===== config.mk =====
export PLATFORM = sky130hd
export DESIGN_NAME = prbs_sat_counter
export DESIGN_NICKNAME = d
export VERILOG_FILES = /design/src/rtl/prbs_sat_counter.sv
export SDC_FILE = /design/constraint.sdc
export NUM_CORES = 1
export LEC_CHECK = 0
export ABC_AREA = 1
export BUFFER_PORTS_ARGS = -buffer_cell sky130_fd_sc_hd__buf_2
export CAP_MARGIN = 20
export CORE_ASPECT_RATIO = 0.75
export CORE_MARGIN = 1
export CORE_UTILIZATION = 35
export DETAILED_ROUTE_END_ITERATION = 7
export PLACE_DENSITY = 0.61
export SLEW_MARGIN = 20
export SYNTH_ARGS = -nofsm -noshare
export SYNTH_HDL_FRONTEND = slang
export SYNTH_SLANG_ARGS = --single-unit

===== constraint.sdc =====
create_clock -name clk -period 1.9 [get_ports clk]
set_input_delay 0.475 -clock clk [delete_from_list [all_inputs] [get_ports clk]]
set_output_delay 0.475 -clock clk [all_outputs]
set_load 0.01 [all_outputs]

===== src/rtl/prbs_sat_counter.sv =====
// Saturating up-counter with synchronous clear. A clear on the same edge as
// an increment leaves the counter at 1, so the event that coincides with the
// clear is not lost.
module prbs_sat_counter #(
  parameter int W = 16
) (
  input  logic         clk,
  input  logic         rst_n,
  input  logic         clr,
  input  logic         inc,
  output logic [W-1:0] count
);

  // Clear wins over hold; increment stops at all-ones.
  always_ff @(posedge clk or posedge rst_n) begin
    if (rst_n) begin
      count <= '0;
    end else if (clr) begin
      count <= W'(inc);
    end else if (inc && (count != '1)) begin
      count <= count + W'(1);
    end
  end

endmodule


==> reports/metrics.cfg <==
[clocking]
insertion_delay_ns=0.25
clock-sinks=16
cts_buffer_depth=2
hold_buffers=0
cts_made_buffers=3
cts_resized=0
cts_tree=yes
post-cts-setup-buffers=0
cts_root_buf=clkbuf_8
clk_pin_slew_ns=0.07
h-tree-depth=1

[sta]
setup_slack_ns=0.214
slew_headroom=0.576
max_freq_mhz=593
finalClockSkew_ns=0.00435
tightest_slew_ns=0.635
min_period_ns=1.69
final_hold_viol_count=0
setup_tns_ns=0
holdWs_ns=0.291
maxSlewViolCount=0
period_share=0.887
rsz0062_at_grt=no
setup_viol=0

[power]
internal_power_mw=0.553
p_seq_frac=0.484
switching_power_mw=0.176
power.total_mw=0.729
power_leakage_nw=0.703
powerDensity_nw_per_um2=562
p_sw_frac=0.241
p_clk_frac=0.427
p_comb_frac=0.089
ir_drop_uv=380

[placed_design]
hpwl_um=2040
placed_area_um2=1220
place_inst=215
gp_congestion=0.887
portBuffers=19
dpl_worst_slack_ns=0.195

[final_layout]
drive_above_1_share=0.207
final_area_um2=1300
final_nets=190
diodes=0
final_common_cell=nand2_1
area_delta_synth_final_pct=21.8
regMostFlops=count
biggestRegsByFlops=count: 16 flops
largest_reg_flops=16
final_cells=220
fillers=282
final_cell_mix=nand2_1, buf_2, inv_1
final_util=0.474

[global_routing]
grt.overflow.total=0
use_met1=0.303
grt.total_usage=0.191
grt_pass1_wl_um=4700
gr-usage-met2=0.248
antenna_found_initial=0
grt_pass1_vias=944
grt_use_met3=0.0486
grt_max_degree=17
busiest_layer=met1

[floorplanning]
rows=16
io-pin-count=20
dieWidth_um=65.7
initial_utilization=0.389
dieArea_um2=3270
core_area_um2=2740
die_h_um=49.8

[synth]
ys_ff_latch=16
syn_inst=158
syn_area_per_cell_um2=6.75
syn_nets=163
syn_area_um2=1070
synth_cell_types=18
synth_warnings=0
synth-seq-area-share=0.376

[drt]
remaining_drc_errors=0
drtPass1Iterations=4
via_per_inst=4.97
drt-total-wl_um=2740
vias=1094
wl_per_cell_um=12.4
drtAntennaViolNets=0
drtIter0Drc=65

[critical_path]
cp-start-kind=flip-flop
crit_required_ns=2.05
end_kind=flip-flop
cp.arrival_ns=1.83
cp_max_fo=11
worstSetupPathType=flip-flop to flip-flop

[worst_hold_path]
worstHoldPathType=input pin to async pin

[job]
drv_cap=0

[outcome]
outcome=finished clean

-- path summary, 6_finish.rpt --
path / startpoint / endpoint / slack [ns] / depth (start not counted)
worst max-delay path: count[0]$_DFFE_PP0P_ / count[11]$_DFFE_PP0P_ / 0.21 / 9
worst min-delay path: rst_n / count[5]$_DFFE_PP0P_ / 0.29 / 2
worst max register to register: count[0]$_DFFE_PP0P_ / count[11]$_DFFE_PP0P_ / 0.21 / 9
worst min register to register: count[1]$_DFFE_PP0P_ / count[1]$_DFFE_PP0P_ / 0.54 / 2
max in group asynchronous: rst_n / count[15]$_DFFE_PP0P_ / 1.20 / 2
min in group clk: count[1]$_DFFE_PP0P_ / count[1]$_DFFE_PP0P_ / 0.54 / 2
-- cells in the mapped netlist (all sizes together) --
cell type | n | area share
buf | 3 | 0.019
a21oi | 2 | 0.0094
nand3 | 16 | 0.075
nand2 | 62 | 0.23
nand4 | 12 | 0.070
inv | 17 | 0.060
xor2 | 1 | 0.0082
o21ai | 3 | 0.014
dfrtp | 16 | 0.38
nor3 | 1 | 0.0047
xnor2 | 2 | 0.016
nor2 | 22 | 0.11
ha | 1 | 0.012
-- power by group through the flow --
stage | registers, mW | clock network (mW) | logic, mW
2_1_floorplan | 0.362 | 0 | 0.0350
3_3_place_gp | 0.359 | 0 | 0.0596
3_5_place_dp | 0.359 | 0 | 0.0602
4_1_cts | 0.353 | 0.327 | 0.0607
5_1_grt | 0.354 | 0.331 | 0.0731
6_report | 0.353 | 0.311 | 0.0649
-- worst max-delay path, cell delays in order (launching register included) --
cell and delay (ns):
dfrtp_1 0.41, ha_1 0.19, nand2_1 0.10, nor2_4 0.20, nand2_2 0.11, nor2_4 0.14
nor2_2 0.07, buf_4 0.18, nand4_1 0.11, nand2_1 0.07
-- area by class of cell --
cell class	instances	area, um2	share of cell area
inverter	17	63.8	0.0491
tap	36	45.0	0.0347
timing repair buffer	25	153	0.118
sequential	16	400	0.308
clock buffer	4	55.1	0.0424
multi-input combinational	122	582	0.448
-- per-layer routing --
metal  vias up  routed length [um]
li1        558                   -
met1       508                1470
met2        24                1120
met3         4                 113
met4         0                  25
met5         -                   0
-- cell families after synthesis --
group | synth area share
AND/OR/NAND/NOR | 0.486
XOR/XNOR | 0.0247
flip-flops | 0.376
adder cells (fa/ha/maj) | 0.0117
AO/OA/AOI/OAI | 0.0235
buffers and inverters | 0.0786
Power figures use the tool's default switching activity.
